**src/rtl/io_pkg.sv**
```systemverilog
// Shared definitions for the IO-bus input conditioning blocks.
package io_pkg;

    // Default width of the switch field on the IO bus.
    localparam int SWITCH_W = 4;

    // Debouncer FSM: STABLE tracks the committed value, SETTLE qualifies a candidate.
    typedef enum logic {
        STABLE = 1'b0,
        SETTLE = 1'b1
    } debounce_state_t;

endpackage

```
**src/rtl/sync_2ff.sv**
```systemverilog
// Two-flop synchronizer for asynchronous level inputs. Each bit is
// synchronized on its own; there is no logic between the two stages.
module sync_2ff #(
    parameter int               WIDTH       = 4,
    parameter logic [WIDTH-1:0] RESET_VALUE = '0
) (
    input  logic             clk,
    input  logic             rst,
    input  logic [WIDTH-1:0] d,
    output logic [WIDTH-1:0] q
);

    logic [WIDTH-1:0] meta;

    // First stage may go metastable; the second stage gives it a full cycle to resolve.
    always_ff @(posedge clk or negedge rst) begin
        if (!rst) begin
            meta <= RESET_VALUE;
            q    <= RESET_VALUE;
        end else begin
            meta <= d;
            q    <= meta;
        end
    end

endmodule

```
**src/rtl/switch_debouncer.sv**
```systemverilog
// Debounces raw board switches into a clean vector and reports each committed
// change as accumulated rise/fall masks behind a valid/ack handshake.
module switch_debouncer
    import io_pkg::*;
#(
    parameter int               WIDTH         = SWITCH_W,
    parameter int               STABLE_CYCLES = 1_000_000,
    parameter logic [WIDTH-1:0] RESET_VALUE   = '0
) (
    input  logic             clk,
    input  logic             rst,
    input  logic [WIDTH-1:0] switch_raw,
    output logic [WIDTH-1:0] switch_out,
    output logic             event_valid,
    output logic [WIDTH-1:0] event_rise,
    output logic [WIDTH-1:0] event_fall,
    output logic             event_overrun,
    input  logic             event_ack
);

    // A commit happens when the counter reads STABLE_CYCLES-1, so it only
    // needs to hold values 0..STABLE_CYCLES-1 and never wraps.
    localparam int             CNT_W   = $clog2(STABLE_CYCLES);
    localparam logic [CNT_W-1:0] CNT_MAX = CNT_W'(STABLE_CYCLES - 1);

    logic [WIDTH-1:0] sync;
    logic [WIDTH-1:0] candidate;
    logic [CNT_W-1:0] counter;
    debounce_state_t  state;

    logic             commit;
    logic             ack_take;
    logic [WIDTH-1:0] rise_new;
    logic [WIDTH-1:0] fall_new;

    sync_2ff #(
        .WIDTH       (WIDTH),
        .RESET_VALUE (RESET_VALUE)
    ) u_sync (
        .clk (clk),
        .rst (rst),
        .d   (switch_raw),
        .q   (sync)
    );

    // Same priority as the FSM below: bounce-back wins, then candidate change, then count.
    assign commit   = (state == SETTLE) && (sync != switch_out) &&
                      (sync == candidate) && (counter == CNT_MAX);
    assign ack_take = event_valid && event_ack;
    assign rise_new = candidate & ~switch_out;
    assign fall_new = ~candidate & switch_out;

    // Qualify a new synchronized value for STABLE_CYCLES cycles before committing it.
    always_ff @(posedge clk or negedge rst) begin
        if (!rst) begin
            state      <= STABLE;
            candidate  <= RESET_VALUE;
            counter    <= '0;
            switch_out <= RESET_VALUE;
        end else begin
            case (state)
                STABLE: begin
                    if (sync != switch_out) begin
                        candidate <= sync;
                        counter   <= '0;
                        state     <= SETTLE;
                    end
                end
                SETTLE: begin
                    if (sync == switch_out) begin
                        // Input bounced back to the committed value: drop the candidate.
                        counter <= '0;
                        state   <= STABLE;
                    end else if (sync != candidate) begin
                        // Different new value: restart qualification on it.
                        candidate <= sync;
                        counter   <= '0;
                    end else if (counter != CNT_MAX) begin
                        counter <= counter + CNT_W'(1);
                    end else begin
                        switch_out <= candidate;
                        state      <= STABLE;
                    end
                end
                default: state <= STABLE;
            endcase
        end
    end

    // Event masks: OR-accumulate commits until acked; a same-edge ack keeps only the new commit.
    always_ff @(posedge clk or negedge rst) begin
        if (!rst) begin
            event_valid   <= 1'b0;
            event_rise    <= '0;
            event_fall    <= '0;
            event_overrun <= 1'b0;
        end else if (commit) begin
            event_valid <= 1'b1;
            if (ack_take) begin
                event_rise    <= rise_new;
                event_fall    <= fall_new;
                event_overrun <= 1'b0;
            end else begin
                event_rise    <= event_rise | rise_new;
                event_fall    <= event_fall | fall_new;
                event_overrun <= event_overrun | event_valid;
            end
        end else if (ack_take) begin
            event_valid   <= 1'b0;
            event_rise    <= '0;
            event_fall    <= '0;
            event_overrun <= 1'b0;
        end
    end

endmodule

```
**config.mk**
```make
export PLATFORM = sky130hd
export DESIGN_NAME = switch_debouncer
export DESIGN_NICKNAME = d
export VERILOG_FILES = /design/src/rtl/io_pkg.sv /design/src/rtl/sync_2ff.sv /design/src/rtl/switch_debouncer.sv
export SDC_FILE = /design/constraint.sdc
export NUM_CORES = 1
export LEC_CHECK = 0
export BUFFER_PORTS_ARGS = -buffer_cell sky130_fd_sc_hd__clkbuf_2
export CAP_MARGIN = 40
export CORE_ASPECT_RATIO = 1.4
export CORE_MARGIN = 2
export CORE_UTILIZATION = 45
export CTS_BUF_LIST = sky130_fd_sc_hd__clkbuf_8
export DETAILED_ROUTE_END_ITERATION = 12
export GPL_TIMING_DRIVEN = 0
export PLACE_DENSITY = 0.6
export SLEW_MARGIN = 0
export SYNTH_ARGS = -nofsm -noshare
export SYNTH_HDL_FRONTEND = slang
export SYNTH_SLANG_ARGS = --single-unit
```
**constraint.sdc**
```tcl
create_clock -name clk -period 6.45 [get_ports clk]
set_clock_uncertainty 0.05 [all_clocks]
set_input_delay 1.29 -clock clk [delete_from_list [all_inputs] [get_ports clk]]
set_output_delay 1.29 -clock clk [all_outputs]
set_load 0.01 [all_outputs]
```
# After elaboration in Yosys (flattened, before gate mapping)
# Cells that the tools add are included.
# word_totals
register_bits	47
elab_cells	63
# classes
n_bitwise	11
muxes	23
eq_ne	10
addsub	1
n_reduce_logical	8
# ops
operator	n
20-bit 2-to-1 mux	4
20-bit case mux with 2 select lines	1
4-bit 2-to-1 mux	8
20-bit by 1-bit adder with 20-bit output (second input constant)	1
20-bit equality test (second input constant)	1
20-bit != test (second input constant)	1
4-bit AND	2
4-bit equality test	2
1-bit 2-to-1 mux	8
4-bit != test	2
4-bit inverter	2
4-bit OR	2
4-bit case mux with 2 select lines	1
1-bit logical AND	4
2-bit != test (second input constant)	2
4-bit by 1-bit != test with 1-bit output (second input constant)	1
1-bit inverter	4
4-bit AND reduction	1
3-bit AND reduction	1
2-bit by 1-bit != test with 1-bit output (second input constant)	1
1-bit case mux with 2 select lines	1
2-bit AND reduction	1
2-bit nonzero test	1
1-bit OR	1

# Longest topological paths before layout
# Gate-level depths: netlist of the first run.
# logic_depth
depth_word	5
mapped_depth	7

# Hierarchy
# Synthesis of the first run repeated with hierarchy kept, for this count alone.
# hier_totals
cells_unflattened	212
hier_area_um2	2212.1
# by_module_without_submodules
module	instances	area_per_inst_um2	seq_area_each_um2	cells_per_inst
switch_debouncer	1	2011.9	975.9	204
sync_2ff	1	200.2	200.2	8

# Worst setup path after synthesis of the first run
# No wires, ideal clock.
# synth_path
kind	register to register
start	register counter[11]
end	register switch_out[3]
required_ps	6275
path_slack_ps	4285
stages_incl_launch_ff	8
arrival_ps	1990
cell_sequence	dfrtp_1 clkbuf_1 nor4b_1 nand4b_1 or3_1 buf_2 buf_6 mux2_4
# synth_between
elab_chain_len	3
# synth_rtl
item	line	source
from (decl)	switch_debouncer.sv:28	logic [CNT_W-1:0] counter;
from (signal assigned)	switch_debouncer.sv:79	counter <= counter + CNT_W'(1);
20-bit != test	switch_debouncer.sv:78	end else if (counter != CNT_MAX) begin
1-bit inverter (no source line)	-	
4-bit AND reduction (no source line)	-	
to (signal assigned)	switch_debouncer.sv:81	switch_out <= candidate;
to (decl)	switch_debouncer.sv:13	output logic [WIDTH-1:0] switch_out,
# Every way passes these cells.
# A chain may end at the register's enable or synchronous reset.

# Final worst setup path of the first run
# layout_path
start	register u_sync.q[0]
end	register switch_out[3]
# layout_between
elab_chain_len	3
word_cells_on_any_way	5
cone_classes	eq/ne (2); bitwise (2); reduce/logical (1)
# layout_rtl
item	line	source
from (decl)	sync_2ff.sv:10	output logic [WIDTH-1:0] q
from (signal assigned)	sync_2ff.sv:22	q <= meta;
4-bit != test or 4-bit equality test (tied branches)	switch_debouncer.sv:74, switch_debouncer.sv:70	
1-bit inverter (no source line)	-	
4-bit AND reduction (no source line) *	-	
# Every way passes the cells marked *; elsewhere a longest branch is shown, timed or not.

==> results.txt, run 1 <==
Status: finished, final reports clean
CP startpoint kind: flop
Distinct cells, synth: 44
Post-Place Cell Area: 2471 um2
Ant diodes: 0
Clock buffer depth: 2
Peak supply drop: 85.40 uV
Routed WL: 4.895 mm
# IOs: 21
Pwr Total: 0.6186 mW
Root Buffer: clkbuf_8
#FFs+latches synth: 47
Sw frac: 22.17%
Initial Util: 46.74%
DRC Markers: 0
Chip width: 63.94 um
Crit path buffers/inverters: 3
Max incr delay on CP: 0.50 ns
Routed via count: 1772
Fraction of registers with async set/reset: 100.0%
R2R depth: 7
Design area: 2604 um2
Synth Flop Type: dfrtp_1
Worst Setup SP: u_sync.q[0]$_DFF_PN0_
Final hold violation count: 0
GPL Wtd Cong: 0.8297
Hold path startpoint: u_sync.meta[2]$_DFF_PN0_
Worst-path fanout max: 10
Register area: 1176 um2
Tightest Hold Check Type: flop to flop
Fmax: 395.8 MHz
Initial antenna violation count: 0
I/O Buffers: 20
Largest net degree at the start of global routing: 25
Post-DRT Antenna Nets: 0
CTS tree: yes
WP data arrival: 2.67 ns
DRT iter0 DRCs: 113
Drt pass-1 iters: 4
Clock sink count: 47
Period utilization: 39.17%
Share of layout cells above drive strength 1: 20.87%
Global Route Usage Sum: 19.32%
Clock latency on the worst-skew pair: 0.30 ns
Die Span Y: 87.92 um
Setup_tns: 0 ns
Hold-fix buffers, CTS: 0
Clock transition at path regs: 0.09 ns
Part of the power in combinational logic: 8.1%
H-tree Lvls: 2
Worst Hold Depth: 0
Number of synthesis warnings: 0
Grt ovf: 0
Slew Viols, Final: 0
Worst r2r src: u_sync.q[0]$_DFF_PN0_
Sequential fraction of the synthesis area: 51.96%
Core region area: 4842 um2
Hpwl dp: 3.585 mm
Num CTS Buffers: 5
Most frequent cells in the layout: dfrtp_1 (47), nand2_1 (28), clkbuf_2 (20)
Delay-heaviest family, CP: simple AND/OR/NAND/NOR gates
Syn Area/Cell: 10.06 um2
Number of cells after detailed placement: 310
Most common cell after layout, fill and taps aside: dfrtp_1
Layout Cells excl Fill: 318
Hold_ws: 0.3016 ns
Clock power frac: 40.7%
Sequential power share: 51.2%
Gate Count Post-Synth: 225
Reg-to-reg setup timing slack: 3.92 ns
Int Power: 0.4814 mW
Minimum clock period: 2.526 ns
Least-Margin Pin Slew: 0.7035 ns
Drt via density: 5.572
Critical Path, Cell by Cell: inv_1 -> a222oi_1 -> nand4_2 -> or3_1 -> buf_2 -> buf_6 -> mux2_4
First-pass GRT wire length: 8.431 mm
RSZ-0062 raised after global routing: no
Worst setup EP type: flop
Cell type of the slowest stage on the worst timing path: a222oi_1
Slew HR: 52.66%
Power per Cell Area: 237.6 nW/um2
Reg2Reg Capture Point: switch_out[3]$_DFFE_PN0P_
Vias in the first global route: 1756
Mapped cell area: 2263 um2
Post-CTS sizing: 0
Kind of critical path: flop to flop
Max Cap Violations: 0
Fillcell total: 432
Net load switching power: 0.1371 mW
Multi-input gate area: 1011 um2
DR WL/cell: 15.39 um
Nets: 261
P&R area growth vs syn: 15.04%
Syn nets: 233
Hold Path Sink: u_sync.q[2]$_DFF_PN0_
Cell Rows: 30
Worst EP required: 6.59 ns
DIE AREA: 5621 um2
Post-synth EDFFs: 0
# Post-CTS Setup Buffers: 0
Leakage: 1.128 nW
Final setup fails: 0
[final cells by class]
class | instances | area share, %
timing repair buffer | 21 | 4.901
inverter | 8 | 1.153
clock buffer | 5 | 2.643
clock inverter | 3 | 2.451
sequential | 47 | 45.17
buffer | 9 | 1.778
tap | 64 | 3.075
multi-input combinational | 161 | 38.83
[cell families (layout without fill, tap and decap cells)]
family	count (synthesis)	count (layout)	synth area share, %
mux	8	8	4.146
simple gates	90	90	22.17
compound gates	56	56	15.48
fa+ha+maj	1	1	0.5527
buf+inv	17	46	3.372
xor+xnor	6	6	2.322
flops	47	47	51.96
[per-stage QoR]
stage,setup WS (ns),utilization [%]
floorplan,4.285,-
global placement,3.948,50.47
detailed placement,3.927,51.03
CTS,3.909,53.77
global route,3.762,53.77
finish,3.924,53.77
[how the worst max path moves through the flow]
stage	to	slack (ns)	cells past startpoint
4_1_cts	switch_out[3]$_DFFE_PN0P_	3.91	7
3_5_place_dp	switch_out[3]$_DFFE_PN0P_	3.93	7
6_report	switch_out[3]$_DFFE_PN0P_	3.92	7
5_1_grt	switch_out[3]$_DFFE_PN0P_	3.76	7
2_1_floorplan	switch_out[3]$_DFFE_PN0P_	4.29	7
3_3_place_gp	switch_out[3]$_DFFE_PN0P_	3.95	7
[synth_stat cells, drive strengths merged (6+ instances only)]
library cell   n  area share (%)
a21oi         13             2.9
nand2         28             4.6
xnor2          6             2.3
nand2b         6             1.7
nand3         12             2.7
o21ai         13             2.9
buf            6             1.5
a31oi         14             3.9
inv            8             1.3
mux2           8             4.1
dfrtp         47              52
[per-layer routing]
metal  up-vias  GRT usage [%]  wire, um
met2        31          35.23      2548
met1       852          23.26      2147
met4         0          6.522        68
met3         5          2.699       131
li1        884              -         -
met5         -              0         0
[power groups by stage]
| stage | combinational, mW | sequential, mW | clock [mW] |
|---|---|---|---|
| CTS | 0.0515 | 0.317 | 0.258 |
| detailed placement | 0.0513 | 0.323 | 0 |
| global route | 0.0580 | 0.319 | 0.269 |
| floorplan | 0.0281 | 0.323 | 0 |
| global placement | 0.0483 | 0.322 | 0 |
| finish | 0.0503 | 0.317 | 0.252 |
[registers in the layout (all words and copies together), names as in the netlist]
name           cells
event_valid        1
state              1
counter           20
event_rise         4
u_sync.q           4
event_overrun      1
event_fall         4
switch_out         4
u_sync.meta        4
candidate          4
(Power assumes the default switching activity.)
==> inputs of run 2 (changes only) <==
==> constraint.sdc (replaced) <==
create_clock -name clk -period 2.45 [get_ports clk]
set_clock_uncertainty 0.05 [all_clocks]
set_input_delay 0.49 -clock clk [delete_from_list [all_inputs] [get_ports clk]]
set_output_delay 0.49 -clock clk [all_outputs]
set_load 0.01 [all_outputs]
==> results.txt, run 2 (synthesis gave the netlist of run 1 again) <==
Worst Setup SP: counter[11]$_DFFE_PN0P_
Slew HR: 54.68%
Drt pass-1 iters: 4
Reg2Reg Capture Point: switch_out[3]$_DFFE_PN0P_
H-tree Lvls: 2
Met1 wire length: 2.140 mm
Cell type of the slowest stage on the worst timing path: or3_1
Peak supply drop: 221.2 uV
CP startpoint kind: flop
Leakage: 1.140 nW
I/O Buffers: 20
Minimum clock period: 2.342 ns
Final hold violation count: 0
Hold-fix buffers, CTS: 0
Least-Margin Pin Slew: 0.6737 ns
Global Route Usage Sum: 19.43%
Routed WL: 4.931 mm
Root Buffer: clkbuf_8
Chip width: 63.94 um
DRC Markers: 0
Initial Util: 46.74%
Top layer in use: met4
Ant diodes: 0
WP data arrival: 2.49 ns
Final setup fails: 0
Nets: 261
Power per Cell Area: 622.0 nW/um2
Largest Register: counter
Largest register FFs: 20
RSZ-0062 raised after global routing: no
Fmax: 426.9 MHz
Clock sink count: 47
Clock transition at path regs: 0.09 ns
First-pass GRT wire length: 8.452 mm
Routed via count: 1779
Worst r2r src: counter[11]$_DFFE_PN0P_
Worst-path fanout max: 10
DRT iter0 DRCs: 117
R2R depth: 7
Post-DRT Antenna Nets: 0
Critical Path, Cell by Cell: clkbuf_1 -> nor4b_2 -> nand4b_1 -> or3_1 -> buf_2 -> buf_6 -> mux2_4
Slew Viols, Final: 0
P&R area growth vs syn: 15.81%
DIE AREA: 5621 um2
Clock buffer depth: 2
# IOs: 21
Worst Setup EP: switch_out[3]$_DFFE_PN0P_
Tightest Hold Check Type: primary input to async pin
Cell Rows: 30
Kind of critical path: flop to flop
Num CTS Buffers: 5
DR WL/cell: 15.51 um
Initial antenna violation count: 0
Worst EP required: 2.59 ns
Worst setup EP type: flop
Max incr delay on CP: 0.42 ns
Clock latency on the worst-skew pair: 0.30 ns
Final core occ: 54.13%
Largest net degree at the start of global routing: 25
Grt ovf: 0
Number of cells after detailed placement: 310
Share of layout cells above drive strength 1: 22.44%
Layout Cells excl Fill: 318
Die Span Y: 87.92 um
Core region area: 4842 um2
Reg-to-reg setup timing slack: 0.11 ns
Pwr Total: 1.630 mW
Max Cap Violations: 0
GPL Wtd Cong: 0.8297
CTS tree: yes
Vias in the first global route: 1745
Period utilization: 95.61%
Hold_ws: 0.1482 ns
Most frequent cells in the layout: dfrtp_1 (47), nand2_1 (28), clkbuf_2 (21)
Status: finished, final reports clean
Met2 wire length: 2.545 mm
Hpwl dp: 3.585 mm
Met3 wire length: 178 um
Drt via density: 5.594
Most common cell after layout, fill and taps aside: dfrtp_1
run 2: cell types whose count changed in the layout (fill, tap and decap cells not counted), sizes merged:
cell    delta
buf        -1
clkbuf     +1
run 2: how the worst min path moves through the flow:
| stage | startpoint | end | slack [ns] | cells past startpoint |
|---|---|---|---|---|
| after floorplan | rst | candidate[0]$_DFFE_PN0P_ | 0.14 | 0 |
| after global placement | u_sync.meta[3]$_DFF_PN0_ | u_sync.q[3]$_DFF_PN0_ | 0.28 | 0 |
| after detailed placement | u_sync.meta[2]$_DFF_PN0_ | u_sync.q[2]$_DFF_PN0_ | 0.28 | 0 |
| after CTS | rst | switch_out[3]$_DFFE_PN0P_ | 0.17 | 1 |
| after global routing | rst | u_sync.meta[3]$_DFF_PN0_ | 0.20 | 1 |
| final | rst | switch_out[3]$_DFFE_PN0P_ | 0.15 | 1 |
run 2: stage by stage:
step	area, um2	setup slack, ns	setup TNS (ns)
final	2621	0.1075	0
after global routing	2621	0.01636	0
after CTS	2611	0.03280	0
after detailed placement	2471	-0.07266	-0.07266
after global placement	2444	-0.05222	-0.05222
after floorplan	2263	0.2852	0
run 2: critical path: cells and delay by family, from the launching register on:
family,cells,cell delay [ns]
multiplexers,1,0.29
buffers and inverters,3,0.51
flip-flops,1,0.37
AND/OR/NAND/NOR,3,1.03
run 2: repair_timing:
item,in CTS,in global routing
setup endpoints to repair,1,14
pin swaps,1,0
resized for setup,0,4
buffers inserted,1,0
run 2: layout make-up:
type,count,area (um2)
multi-input cells,161,1021
plain buffers,8,46.29
repair buffers,22,135.1
fillers,433,2221
flip-flops and latches,47,1176
well taps,64,80.08
clock inverters,3,63.81
inverters,8,30.03
clock buffers,5,68.82
run 2: where the power goes:
group	total, mW	internal [mW]	switching [mW]
Clock	0.662	0.404	0.258
Combinational	0.135	0.0575	0.0777
Sequential	0.833	0.808	0.0252
Total	1.63	1.27	0.361
run 2: routing by layer:
layer  up-vias  global-route usage (%)
met4         0                   6.522
met1       851                   23.76
met2        37                   35.04
met3         5                   2.699
li1        886                       -
met5         -                       0
==> inputs of run 3 (changes only) <==
--- a/config.mk
+++ b/config.mk
@@ -7,7 +7,7 @@
 export LEC_CHECK = 0
 export BUFFER_PORTS_ARGS = -buffer_cell sky130_fd_sc_hd__clkbuf_2
 export CAP_MARGIN = 40
-export CORE_ASPECT_RATIO = 1.4
+export CORE_ASPECT_RATIO = 0.6
 export CORE_MARGIN = 2
 export CORE_UTILIZATION = 45
 export CTS_BUF_LIST = sky130_fd_sc_hd__clkbuf_8
@@ -17,4 +17,5 @@
 export SLEW_MARGIN = 0
 export SYNTH_ARGS = -nofsm -noshare
 export SYNTH_HDL_FRONTEND = slang
+export SYNTH_HIERARCHICAL = 1
 export SYNTH_SLANG_ARGS = --single-unit
==> results.txt, run 3 <==
Minimum clock period: 2.306 ns
Core region area: 4659 um2
H-tree Lvls: 2
Reg2Reg Capture Point: switch_out[0]$_DFFE_PN0P_
Top cells by area, synth: dfrtp_1 (53%), nand2_1 (4.6%), a31oi_1 (4.0%), o21ai_0 (3.6%), mux2_2 (3.6%)
DR WL/cell: 15.18 um
Clock latency on the worst-skew pair: 0.30 ns
Sequential power share: 55.0%
R2R depth: 6
Least-Margin Pin Slew: 0.7736 ns
Fmax: 433.6 MHz
Leakage: 1.149 nW
Final setup fails: 0
Clock sink count: 47
Routed WL: 4.601 mm
Clock transition at path regs: 0.09 ns
DRC Markers: 0
Grt ovf: 0
P&R area growth vs syn: 14.76%
Largest Register: counter
Kind of critical path: flop to flop
Fillcell total: 446
Die Span Y: 58.31 um
Clock buffer depth: 2
DIE AREA: 5511 um2
Period utilization: 94.13%
Post-DRT Antenna Nets: 0
Pre-CTS WS: 0.07471 ns
# IOs: 21
Drt pass-1 iters: 4
DRT iter0 DRCs: 103
Num CTS Buffers: 5
Worst setup EP type: flop
Ant diodes: 0
WP data arrival: 2.45 ns
Global Route Usage Sum: 18.40%
Worst Setup EP: switch_out[0]$_DFFE_PN0P_
Sequential fraction of the synthesis area: 53.17%
Cell Rows: 19
Gate Count Post-Synth: 212
Share of the synthesized area in the top cell type: 53.17%
Cell type of the slowest stage on the worst timing path: dfrtp_1
Nets: 248
Worst Setup SP: counter[12]$_DFFE_PN0P_
Int Power: 1.141 mW
Worst-path fanout max: 10
Distinct cells, synth: 37
Net load switching power: 0.3458 mW
Initial antenna violation count: 0
Synth area leader: dfrtp_1
Register area: 1176 um2
Status: finished, final reports clean
Syn Area/Cell: 10.43 um2
Max Cap Violations: 0
Slew HR: 48.43%
Root Buffer: clkbuf_8
I/O Buffers: 20
Vias in the first global route: 1479
Sw frac: 23.25%
Multi-input gate area: 984.7 um2
Mapped cell area: 2212 um2
Slew Viols, Final: 0
Initial Util: 47.48%
Post-synth EDFFs: 0
Power per Cell Area: 585.8 nW/um2
#FFs+latches synth: 47
Part of the power in combinational logic: 7.0%
Fraction of registers with async set/reset: 100.0%
Worst r2r src: counter[12]$_DFFE_PN0P_
Largest register FFs: 20
Final core occ: 54.48%
Tightest Hold Check Type: primary input to async pin
Synth top cells by count: dfrtp_1 (47), nand2_1 (27), o21ai_0 (16), a31oi_1 (14), nand3_1 (12)
Drt via density: 5.485
Routed via count: 1662
Largest net degree at the start of global routing: 30
Reg-to-reg setup timing slack: 0.14 ns
Number of synthesis warnings: 6
First-pass GRT wire length: 7.576 mm
Most common cell after layout, fill and taps aside: dfrtp_1
Most frequent cells in the layout: dfrtp_1 (47), nand2_1 (27), clkbuf_2 (20)
CP startpoint kind: flop
Critical Path, Cell by Cell: nor4b_2 -> nand4b_1 -> nor4_4 -> nand2_2 -> buf_6 -> mux2_4
Setup WS post-layout: 0.1437 ns
CTS tree: yes
GPL Wtd Cong: 0.8119
Synth Flop Type: dfrtp_1
Max incr delay on CP: 0.47 ns
Hpwl dp: 3.301 mm
Worst EP required: 2.60 ns
RSZ-0062 raised after global routing: yes
Peak supply drop: 327.3 uV
Share of layout cells above drive strength 1: 20.83%
Chip width: 94.52 um
Syn nets: 220
Clock power frac: 38.0%
Final hold violation count: 0
Most common cell in the synthesized netlist: dfrtp_1
run 3: worst max-delay path: cells and delay by family (launching register included):
| family | cells | cell delay, ns |
|---|---|---|
| flops | 1 | 0.47 |
| mux | 1 | 0.28 |
| simple gates | 4 | 1.20 |
| buf+inv | 1 | 0.19 |
run 3: worst min path at each step:
| stage | cells past startpoint | slack, ns | to |
|---|---|---|---|
| 2_1_floorplan | 0 | 0.14 | candidate[0]$_DFFE_PN0P_ |
| 3_3_place_gp | 0 | 0.28 | u_sync/q[3]$_DFF_PN0_ |
| 3_5_place_dp | 0 | 0.28 | u_sync/q[2]$_DFF_PN0_ |
| 4_1_cts | 1 | 0.23 | u_sync/q[1]$_DFF_PN0_ |
| 5_1_grt | 1 | 0.23 | u_sync/meta[0]$_DFF_PN0_ |
| 6_report | 1 | 0.20 | u_sync/q[1]$_DFF_PN0_ |
run 3: layer usage:
| metal | wire, um | vias up | track usage (%) |
|---|---|---|---|
| li1 | - | 820 | - |
| met1 | 2534 | 783 | 30.65 |
| met2 | 1726 | 54 | 22.96 |
| met3 | 304 | 5 | 4.738 |
| met4 | 36 | 0 | 5.383 |
| met5 | 0 | - | 0 |
run 3: logic make-up after synthesis:
kind of cell	after synthesis	synth area share [%]
AND/OR/NAND/NOR	83	21.38
AO/OA/AOI/OAI	52	14.08
flip-flops	47	53.17
buffers and inverters	12	2.941
multiplexers	9	4.695
XOR/XNOR	8	3.167
adder cells (fa/ha/maj)	1	0.5655
run 3: area by class of cell:
type                            count  area share (%)
Sequential cell                    47           46.33
Multi-Input combinational cell    153           38.79
Timing Repair Buffer               21           5.027
Tap cell                           63           3.105
Clock buffer                        5           2.711
Buffer                              7           1.824
Clock inverter                      2           1.479
Inverter                            5          0.7393
run 3: through the flow:
step / std cells / area, um2 / power (mW) / TNS [ns] / hold WS (ns)
3_5_place_dp: 296 / 2419 / 0.9409 / 0 / 0.2847
5_1_grt: 303 / 2539 / 1.547 / -0.02763 / 0.2279
2_1_floorplan: 212 / 2212 / 0.8870 / 0 / 0.1444
3_3_place_gp: 295 / 2391 / 0.9330 / 0 / 0.2822
4_1_cts: 303 / 2525 / 1.497 / 0 / 0.2283
6_report: 303 / 2539 / 1.487 / 0 / 0.1971
run 3: power by group through the flow:
stage / clock [mW] / combinational (mW) / sequential (mW)
finish: 0.565 / 0.104 / 0.818
global route: 0.606 / 0.119 / 0.822
CTS: 0.572 / 0.107 / 0.818
detailed placement: 0 / 0.107 / 0.834
global placement: 0 / 0.100 / 0.833
floorplan: 0 / 0.0516 / 0.835
run 3: what timing repair did:
| action | CTS | global route |
|---|---|---|
| setup endpoints to repair | 0 | 7 |
| hold buffers | 0 | 0 |
| setup buffers | 0 | 0 |
| resized for setup | 0 | 2 |
